==> config.mk <==
export PLATFORM = sky130hd
export DESIGN_NAME = fighter_input_ctrl
export DESIGN_NICKNAME = d
export VERILOG_FILES = /design/src/rtl/fighter_pkg.sv /design/src/rtl/btn_debounce.sv /design/src/rtl/fighter_input_ctrl.sv
export SDC_FILE = /design/constraint.sdc
export NUM_CORES = 1
export LEC_CHECK = 0
export CORE_UTILIZATION = 60
export DETAILED_ROUTE_END_ITERATION = 16
export HOLD_SLACK_MARGIN = 0.05
export PLACE_DENSITY = 0.89
export SLEW_MARGIN = 10
export SYNTH_ARGS = -nofsm -noshare
export SYNTH_HDL_FRONTEND = slang
export SYNTH_SLANG_ARGS = --single-unit
==> constraint.sdc <==
create_clock -name clk -period 4.9 [get_ports clk]
set_clock_uncertainty 0.05 [all_clocks]
set_input_delay 0.98 -clock clk [delete_from_list [all_inputs] [get_ports clk]]
set_output_delay 0.98 -clock clk [all_outputs]
set_load 0.02 [all_outputs]
==> src/rtl/fighter_pkg.sv <==
// Shared types and default timing constants for the fighter input, physics and hit logic.
package fighter_pkg;

  localparam int unsigned Y_W      = 7;
  localparam int unsigned CNT_W    = 8;
  localparam int unsigned DB_CNT_W = 3;

  localparam int unsigned FLOOR_Y_DEFAULT           = 48;
  localparam int unsigned DEBOUNCE_TICKS_DEFAULT    = 2;
  localparam int unsigned STARTUP_TICKS_DEFAULT     = 2;
  localparam int unsigned ACTIVE_TICKS_DEFAULT      = 3;
  localparam int unsigned RECOVER_TICKS_DEFAULT     = 4;
  localparam int unsigned JUMP_BUFFER_TICKS_DEFAULT = 3;

  typedef enum logic [2:0] {
    ST_IDLE    = 3'd0,
    ST_MOVE    = 3'd1,
    ST_STARTUP = 3'd2,
    ST_ACTIVE  = 3'd3,
    ST_RECOVER = 3'd4
  } atk_state_t;

  // Walking only happens when exactly one direction is held.
  function automatic logic exactly_one(input logic left, input logic right);
    return left ^ right;
  endfunction

endpackage

==> src/rtl/btn_debounce.sv <==
// One button: 2-FF synchroniser, stability counter, filtered level and registered rise strobe.
module btn_debounce
  import fighter_pkg::*;
#(
  parameter int unsigned DEBOUNCE_TICKS = DEBOUNCE_TICKS_DEFAULT
) (
  input  logic clk,
  input  logic rst_n,
  input  logic btn_raw_i,
  output logic level_o,
  output logic rise_o
);

  logic                sync1_q, sync2_q;
  logic                level_q, level_d;
  logic                rise_q, rise_d;
  logic [DB_CNT_W-1:0] cnt_q, cnt_d;

  always_ff @(posedge clk or negedge rst_n) begin
    if (!rst_n) begin
      sync1_q <= 1'b0;
      sync2_q <= 1'b0;
      level_q <= 1'b0;
      rise_q  <= 1'b0;
      cnt_q   <= '0;
    end else begin
      sync1_q <= btn_raw_i;
      sync2_q <= sync1_q;
      level_q <= level_d;
      rise_q  <= rise_d;
      cnt_q   <= cnt_d;
    end
  end

  // Level follows the synchronised value only after it has disagreed for DEBOUNCE_TICKS cycles.
  always_comb begin
    level_d = level_q;
    rise_d  = 1'b0;
    cnt_d   = '0;
    if (sync2_q != level_q) begin
      if (cnt_q == DB_CNT_W'(DEBOUNCE_TICKS - 1)) begin
        level_d = sync2_q;
        rise_d  = sync2_q;
      end else begin
        cnt_d = cnt_q + DB_CNT_W'(1);
      end
    end
  end

  assign level_o = level_q;
  assign rise_o  = rise_q;

endmodule

==> src/rtl/fighter_input_ctrl.sv <==
// Per-player command generator: debounced buttons, attack FSM, movement and jump commands.
// Optional jump buffering is enabled by defining FIGHTER_JUMP_BUFFER_EN.
module fighter_input_ctrl
  import fighter_pkg::*;
#(
  parameter int unsigned DEBOUNCE_TICKS    = DEBOUNCE_TICKS_DEFAULT,
  parameter int unsigned FLOOR_Y           = FLOOR_Y_DEFAULT,
  parameter int unsigned STARTUP_TICKS     = STARTUP_TICKS_DEFAULT,
  parameter int unsigned ACTIVE_TICKS      = ACTIVE_TICKS_DEFAULT,
  parameter int unsigned RECOVER_TICKS     = RECOVER_TICKS_DEFAULT,
  parameter int unsigned JUMP_BUFFER_TICKS = JUMP_BUFFER_TICKS_DEFAULT
) (
  input  logic           clk,
  input  logic           reset,
  input  logic           btn_left,
  input  logic           btn_right,
  input  logic           btn_up,
  input  logic           btn_attack,
  input  logic [Y_W-1:0] sprite_y,
  output logic           movingLeft,
  output logic           movingRight,
  output logic           isJumping,
  output logic           attack_busy,
  output logic           attack_hit
);

  logic left_f, right_f, up_f, atk_f;
  logic up_rise, atk_rise;
  logic left_rise_unused, right_rise_unused;

  btn_debounce #(.DEBOUNCE_TICKS(DEBOUNCE_TICKS)) u_db_left (
    .clk(clk), .rst_n(reset), .btn_raw_i(btn_left), .level_o(left_f), .rise_o(left_rise_unused)
  );
  btn_debounce #(.DEBOUNCE_TICKS(DEBOUNCE_TICKS)) u_db_right (
    .clk(clk), .rst_n(reset), .btn_raw_i(btn_right), .level_o(right_f), .rise_o(right_rise_unused)
  );
  btn_debounce #(.DEBOUNCE_TICKS(DEBOUNCE_TICKS)) u_db_up (
    .clk(clk), .rst_n(reset), .btn_raw_i(btn_up), .level_o(up_f), .rise_o(up_rise)
  );
  btn_debounce #(.DEBOUNCE_TICKS(DEBOUNCE_TICKS)) u_db_attack (
    .clk(clk), .rst_n(reset), .btn_raw_i(btn_attack), .level_o(atk_f), .rise_o(atk_rise)
  );

  atk_state_t       state_q, state_d;
  logic [CNT_W-1:0] cnt_q, cnt_d;
  logic             move_left_q, move_left_d;
  logic             move_right_q, move_right_d;
  logic             jump_q, jump_d;
  logic             busy_q, busy_d;
  logic             hit_q, hit_d;
  logic             move_sel;
  logic             on_floor;
  logic             can_jump;

  assign move_sel = exactly_one(left_f, right_f);
  assign on_floor = (sprite_y == Y_W'(FLOOR_Y));
  assign can_jump = on_floor && ((state_q == ST_IDLE) || (state_q == ST_MOVE));

  always_ff @(posedge clk or negedge reset) begin
    if (!reset) begin
      state_q      <= ST_IDLE;
      cnt_q        <= '0;
      move_left_q  <= 1'b0;
      move_right_q <= 1'b0;
      jump_q       <= 1'b0;
      busy_q       <= 1'b0;
      hit_q        <= 1'b0;
    end else begin
      state_q      <= state_d;
      cnt_q        <= cnt_d;
      move_left_q  <= move_left_d;
      move_right_q <= move_right_d;
      jump_q       <= jump_d;
      busy_q       <= busy_d;
      hit_q        <= hit_d;
    end
  end

  // Attack FSM; one down-counter times all three attack phases.
  always_comb begin
    state_d = state_q;
    cnt_d   = cnt_q;
    case (state_q)
      ST_IDLE, ST_MOVE: begin
        if (atk_rise) begin
          state_d = ST_STARTUP;
          cnt_d   = CNT_W'(STARTUP_TICKS - 1);
        end else if (move_sel) begin
          state_d = ST_MOVE;
        end else begin
          state_d = ST_IDLE;
        end
      end
      ST_STARTUP: begin
        if (cnt_q == '0) begin
          state_d = ST_ACTIVE;
          cnt_d   = CNT_W'(ACTIVE_TICKS - 1);
        end else begin
          cnt_d = cnt_q - CNT_W'(1);
        end
      end
      ST_ACTIVE: begin
        if (cnt_q == '0) begin
          state_d = ST_RECOVER;
          cnt_d   = CNT_W'(RECOVER_TICKS - 1);
        end else begin
          cnt_d = cnt_q - CNT_W'(1);
        end
      end
      ST_RECOVER: begin
        if (cnt_q == '0) begin
          state_d = move_sel ? ST_MOVE : ST_IDLE;
        end else begin
          cnt_d = cnt_q - CNT_W'(1);
        end
      end
      default: begin
        state_d = ST_IDLE;
        cnt_d   = '0;
      end
    endcase
  end

  // Outputs are decoded from the next state so they change on the same edge as the state.
  always_comb begin
    move_left_d  = 1'b0;
    move_right_d = 1'b0;
    busy_d       = 1'b0;
    hit_d        = 1'b0;
    if (state_d == ST_MOVE) begin
      move_left_d  = left_f && !right_f;
      move_right_d = right_f && !left_f;
    end
    if ((state_d == ST_STARTUP) || (state_d == ST_ACTIVE) || (state_d == ST_RECOVER)) begin
      busy_d = 1'b1;
    end
    if (state_d == ST_ACTIVE) begin
      hit_d = 1'b1;
    end
  end

`ifdef FIGHTER_JUMP_BUFFER_EN
  logic [CNT_W-1:0] jbuf_q, jbuf_d;

  always_ff @(posedge clk or negedge reset) begin
    if (!reset) begin
      jbuf_q <= '0;
    end else begin
      jbuf_q <= jbuf_d;
    end
  end

  // A jump request that cannot be honoured now is kept alive for JUMP_BUFFER_TICKS cycles.
  always_comb begin
    jump_d = 1'b0;
    jbuf_d = jbuf_q;
    if (can_jump && (up_rise || (jbuf_q != '0))) begin
      jump_d = 1'b1;
      jbuf_d = '0;
    end else if (up_rise) begin
      jbuf_d = CNT_W'(JUMP_BUFFER_TICKS);
    end else if (jbuf_q != '0) begin
      jbuf_d = jbuf_q - CNT_W'(1);
    end
  end
`else
  logic jbuf_unused;
  assign jbuf_unused = ^(32'(JUMP_BUFFER_TICKS));

  always_comb begin
    jump_d = up_rise && can_jump;
  end
`endif

  assign movingLeft  = move_left_q;
  assign movingRight = move_right_q;
  assign isJumping   = jump_q;
  assign attack_busy = busy_q;
  assign attack_hit  = hit_q;

endmodule

==> run_results.csv <==
group,metric,value,unit
timing,slew_viol_final,0,
cts,cts.sinks,42,
logic_synthesis,synth_area,1870,sq um
logic_synthesis,yosysTopAreaCell,"dfrtp_1",
logic_synthesis,synth_top_area_share,56.3,%
logic_synthesis,synthFlopType,"dfrtp_1",
cells_and_area,postLayoutCoreUtil,74.7,%
floorplanning,placeableCoreArea,2850,sq um
cells_and_area,diodes,0,
detailed_routing,dr_wl_met2,1.74,mm
detailed_routing,drcViolationCount,1,
worst_setup_path,cp_max_fo,1,
detailed_routing,wl,3.30,mm
cells_and_area,area_delta_synth_final,14.2,%
min_path,hp-start,"u_db_up.sync1_q$_DFF_PN0_",
global_routing,antenna_found_initial,0,
global_routing,grt_pass1_vias,1302,
pwr,leakage,0.902,nW
logic_synthesis,avgSynthCellArea,11.2,sq um
pwr,vdd_drop_max,0.000466,V
global_routing,grt_first_pass_wirelength,5.59,mm
worst_setup_path,path_buf_inv,1,
floorplanning,placementRows,19,
flow_run,drv_cap,0,
cts,cts_tree,"done",
min_path,hold_class,"reg2reg",
worst_setup_path,reg2reg_slack,2810,ps
detailed_routing,via_count,1278,
floorplanning,die_y,57.8,um
logic_synthesis,ys_ff_latch,42,
run_status,status,"finished with violations",
logic_synthesis,synth_edf_count,0,
timing,setup_viol,0,
global_routing,grt_max_degree,43,
logic_synthesis,async_reset_ff_share,100,%
min_path,holdPathEnd,"u_db_up.sync2_q$_DFF_PN0_",
logic_synthesis,synth_cells,167,
worst_setup_path,crit_chain,"clkdlybuf4s50_1",
worst_setup_path,critPathSlowestCell,"clkdlybuf4s50_1",
detailed_routing,dr_wl_met3,112,um
cts,cts_made_buffers,5,
cts,htreeDepth,2,
detailed_routing,viasPerCell,5.86,
placed_design,pre_cts_ws,2650,ps
logic_synthesis,yosysMostFrequentCell,"dfrtp_1",
timing,fmax,0.425,GHz
cts,cts_buffer_depth,2,
worst_setup_path,r2r-end,"cnt_q[5]$_DFFE_PN0P_",
timing,setup_tns,0,ps
timing,finalHoldViolations,0,
floorplanning,dieArea,3340,sq um
detailed_routing,ant_nets,0,
placed_design,gp_congestion,0.841,
pwr,p_per_area,570,nW/um^2
worst_setup_path,cp_top_family,"buffers and inverters",
floorplanning,initial_core_util,65.4,%
timing,period_share,48.1,%
placed_design,hpwl,2.43,mm
floorplanning,io_pins,18,
detailed_routing,topRoutingLayerUsed,"met4",
worst_setup_path,reg2reg_from,"cnt_q[0]$_DFFE_PN0P_",
worst_setup_path,worstPathArrival,1330,ps
placed_design,port_buffers,17,
logic_synthesis,ys_seq_area_share,56.3,%
timing,rsz0062_at_grt,"false",
logic_synthesis,synth.area.top_cells,"dfrtp_1, a21oi_1, nor2_1",
detailed_routing,drtPass1Iterations,10,
timing,fin_ws,2540,ps
floorplanning,fp.dieW,57.8,um
worst_setup_path,required,3870,ps
logic_synthesis,synth.yosys.warnings,0,
global_routing,grt_overflow,0,
detailed_routing,detail_route.wl_per_cell,15.1,um
worst_setup_path,worstRegToRegCells,6,
run_status,violations,"design-rule violations",
cells_and_area,drive_above_1_share,10.7,%
timing,slew_headroom,41.1,%
logic_synthesis,ys_types,38,
placed_design,postPlaceCellArea,2050,sq um
global_routing,grtUsageTotal,23.1,%
min_path,hold_depth,0,
cts,ctsRootBufferMaster,"clkbuf_4",
timing,period_minus_slack,2360,ps
cts,clkTransAtPathRegs,120,ps
cells_and_area,stdcell_area,2130,sq um
worst_setup_path,critPathKind,"reg2out",
worst_setup_path,slowest_delay,610,ps
cells_and_area,layout.nets,203,
detailed_routing,initialDrtViolationCount,84,
cts,post-cts-setup-buffers,0,
pwr,finalPower,1.21,mW
timing,worst_slew_pin_slew,884,ps
logic_synthesis,synthTopCellsByCount,"dfrtp_1, nor2_1, a21oi_1, nand2_1, o21ai_0",
cts,cts-resized-gates,0,
cts,cts.hold.buffers_added,0,
worst_setup_path,cp-start-kind,"flip-flop",
logic_synthesis,synth_nets,184,
cts,clock_latency,360,ps
worst_setup_path,worstSetupEndpointType,"primary output",
detailed_routing,drt-met1-wl,1.38,mm
==> cell type report <==
type | instances | area, sq um
well taps | 31 | 38.8
fillers | 217 | 722
inverters | 5 | 18.8
flip-flops and latches | 42 | 1050
clock inverters | 3 | 43.8
repair buffers | 17 | 165
multi-input cells | 115 | 776
clock buffers | 5 | 37.5
==> power by group <==
part,internal [mW],switching (mW),total [mW]
clock network,0.108,0.113,0.221
logic,0.209,0.248,0.458
registers,0.435,0.101,0.536
==> cell usage in the layout (no fill, tap or decap), types with 2 or more instances in the layout <==
master	instances
or3_4	2
nor2_1	17
nor3_1	2
a21oi_1	13
xor2_1	5
nand4b_1	2
clkdlybuf4s50_1	16
nand2b_1	6
o21ai_0	10
ha_1	4
inv_1	5
or3_1	2
nand2_1	11
nand3b_1	4
xnor2_1	5
clkbuf_4	5
or3_2	2
mux2_2	3
or3b_2	2
nor3b_1	6
dfrtp_1	42
nor4_1	2
or4_1	2
==> state kept, by name (all words and copies together), names as in the netlist, 3 cells and up <==
| name | cells |
|---|---|
| cnt_q | 8 |
| state_q | 3 |
| u_db_attack.cnt_q | 3 |
| u_db_left.cnt_q | 3 |
| u_db_right.cnt_q | 3 |
| u_db_up.cnt_q | 3 |
==> cells by family after synthesis <==
family                     count (synthesis)  share of synthesized area, %
buffers and inverters                     10                          2.08
muxes                                      3                          1.81
xor gates and xnor gates                  10                          4.69
adders and majority gates                  4                          2.68
AOI/OAI and AO/OA                         34                          12.3
DFF                                       42                          56.3
and+or+nand+nor                           64                          20.1
==> worst reg2reg max path: stages (launching register included) <==
cell     delay (ps)
dfrtp_1         440
inv_1           120
ha_1            160
or3b_2          540
o31ai_4         400
or3_2           180
a21oi_1          50
==> worst max-delay path by stage <==
| stage | to | from | cells after the start | slack, ps |
|---|---|---|---|---|
| floorplan | cnt_q[3]$_DFFE_PN0P_ | cnt_q[0]$_DFFE_PN0P_ | 7 | 2940 |
| global placement | isJumping$_DFF_PN0_ | sprite_y[1] | 3 | 2760 |
| detailed placement | isJumping$_DFF_PN0_ | sprite_y[1] | 3 | 2650 |
| CTS | movingLeft | movingLeft$_DFF_PN0_ | 1 | 2510 |
| global route | movingLeft | movingLeft$_DFF_PN0_ | 1 | 2500 |
| finish | movingLeft | movingLeft$_DFF_PN0_ | 1 | 2540 |
==> layer usage <==
metal  up-vias  track usage [%]
met2        20             41.4
met3         6             5.58
met4         0             10.9
met1       626             25.8
li1        626                -
met5         -                0
==> stage by stage <==
stage,std cells,hold WS (ps)
after floorplan,167,281
after global placement,210,287
after detailed placement,210,286
after CTS,218,316
after global routing,218,330
final,218,312
Power figures use the tool's default switching activity.
==> RTL edit, RTL diff (same settings) <==
Set the package constant `Y_W` to 9 (it was 7).
--- a/src/rtl/fighter_pkg.sv
+++ b/src/rtl/fighter_pkg.sv
@@ -1,7 +1,7 @@
 // Shared types and default timing constants for the fighter input, physics and hit logic.
 package fighter_pkg;
 
-  localparam int unsigned Y_W      = 7;
+  localparam int unsigned Y_W      = 9;
   localparam int unsigned CNT_W    = 8;
   localparam int unsigned DB_CNT_W = 3;
 
Ports: changed (resized sprite_y); port bits go from 18 to 20. No check against the original RTL was run, so the function may have changed too.
==> RTL edit against the original RTL <==
  * Total power grew 0.71%
  * Critical path depth unchanged
  * Largest power group unchanged
  * Count of clock-buffer cells in the layout is 1 higher
  * Global-route usage is 0.25 points higher
  * Wire length up 1.5%
  * Setup slack better by 0.0087 ns
  * First-iteration DRC count down 33%
  * Sequential cell count unchanged
  * Utilization increased by 0.92 points
  * Design area increased by 1.2%
  * Sequential share of layout area decreased by 0.60 points
  * Area after synthesis rose by 0.34%
==> RTL edit: results (changes against the original RTL) <==
DR iter-0 viols = 56 (-33%)
Seq/Total Area, Yosys = 0.5615 (-0.001883)
Post-route worst setup slack = 2.553 ns (+0.008670 ns)
Final Non-Filler Cells = 221 (+1.4%)
First-pass GRT wire length = 5823 um (+4.2%)
Met2 GRT Util = 0.4204 (+0.006740)
Syn Inst Count = 169 (+1.2%)
Met1 WL = 1388 um (+0.43%)
Number of buffers on the longest clock path = 2 (unchanged)
Metal3 WL = 99 um (-12%)
M1 GR Usage = 0.2610 (+0.002643)
M3 GR Usage = 0.06696 (+0.01116)
Share of cells above drive strength 1 = 0.1000 (-0.006952)
Status = finished clean
Leak Pwr = 0.0009117 uW (+1.1%)
First drt pass iteration count = 4 (-6)
Met2 wire length = 1783 um (+2.4%)
Top cells by count, synth = dfrtp_1 (42), nor2_1 (18), a21oi_1 (13)
Synth area leaders = dfrtp_1 (56%), nor2_1 (3.6%), a21oi_1 (3.5%), ha_1 (2.7%), o21ai_0 (2.4%)
Cell variety after synth = 40 (+5.3%)
Post-Route WL = 3353 um (+1.5%)
Fin Hold WS = 0.3112 ns (-0.0006650 ns)
Global Route Usage Sum = 0.2330 (+0.002487)
Worst-path fanout max = 1 (unchanged)
Port buffer count = 19 (+2)
VDD IR-drop max = 0.0003281 V (-30%)
Int Pwr = 764.5 uW (+1.6%)
H-tree Lvls = 2 (unchanged)
Final HPWL DP = 2462 um (+1.3%)
Via count = 1322 (+3.4%)
Fill cells = 187 (-14%)
Number of instances in the placed design = 214 (+1.9%)
Slew headroom = 0.4095 (-0.001243)
Pre-CTS setup slack = 2.683 ns (+0.03729 ns)
## RTL edit: cells by family (layout without fill, tap and decap cells)
| group | Yosys count | after routing | share of synthesized area |
|---|---|---|---|
| simple gates | 66 | 66 | 0.2032 |
| flops | 42 | 42 | 0.5615 |
| compound gates | 34 | 34 | 0.1230 |
| xor+xnor | 10 | 10 | 0.04679 |
| buf+inv | 10 | 31 | 0.02072 |
| fa+ha+maj | 4 | 4 | 0.02674 |
| mux | 3 | 3 | 0.01805 |
## RTL edit: power groups by stage
stage	Clock, uW	Sequential, uW	Combinational (uW)
2_1_floorplan	0	514	363
3_3_place_gp	0	529	438
3_5_place_dp	0	538	467
4_1_cts	229	531	469
5_1_grt	241	548	522
6_report	224	533	467
## RTL edit: through the flow
stage / instance area (um^2) / util
after floorplan: 1872 / -
after global placement: 2076 / 0.7276
after detailed placement: 2076 / 0.7276
after CTS: 2157 / 0.7561
after global routing: 2157 / 0.7561
final: 2157 / 0.7561
## RTL edit: layout make-up
class / instances / area, um^2 / area share
clock inverter: 1 / 30.03 / 0.01392
timing repair buffer: 19 / 185.2 / 0.08585
inverter: 5 / 18.77 / 0.008701
sequential: 42 / 1051 / 0.4872
multi-input combinational: 117 / 782.0 / 0.3625
tap: 31 / 38.79 / 0.01798
clock buffer: 6 / 51.30 / 0.02378
## RTL edit: final timing paths
kind | start | to | depth (start not counted)
max in group asynchronous | reset | u_db_right.cnt_q[0] | 1
worst min-delay path | u_db_up.sync1_q | u_db_up.sync2_q | 0
min in group asynchronous | reset | cnt_q[6] | 1
worst max-delay path | movingLeft | movingLeft | 1
worst max register to register | cnt_q[0] | cnt_q[2] | 6
worst min register to register | u_db_up.sync1_q | u_db_up.sync2_q | 0
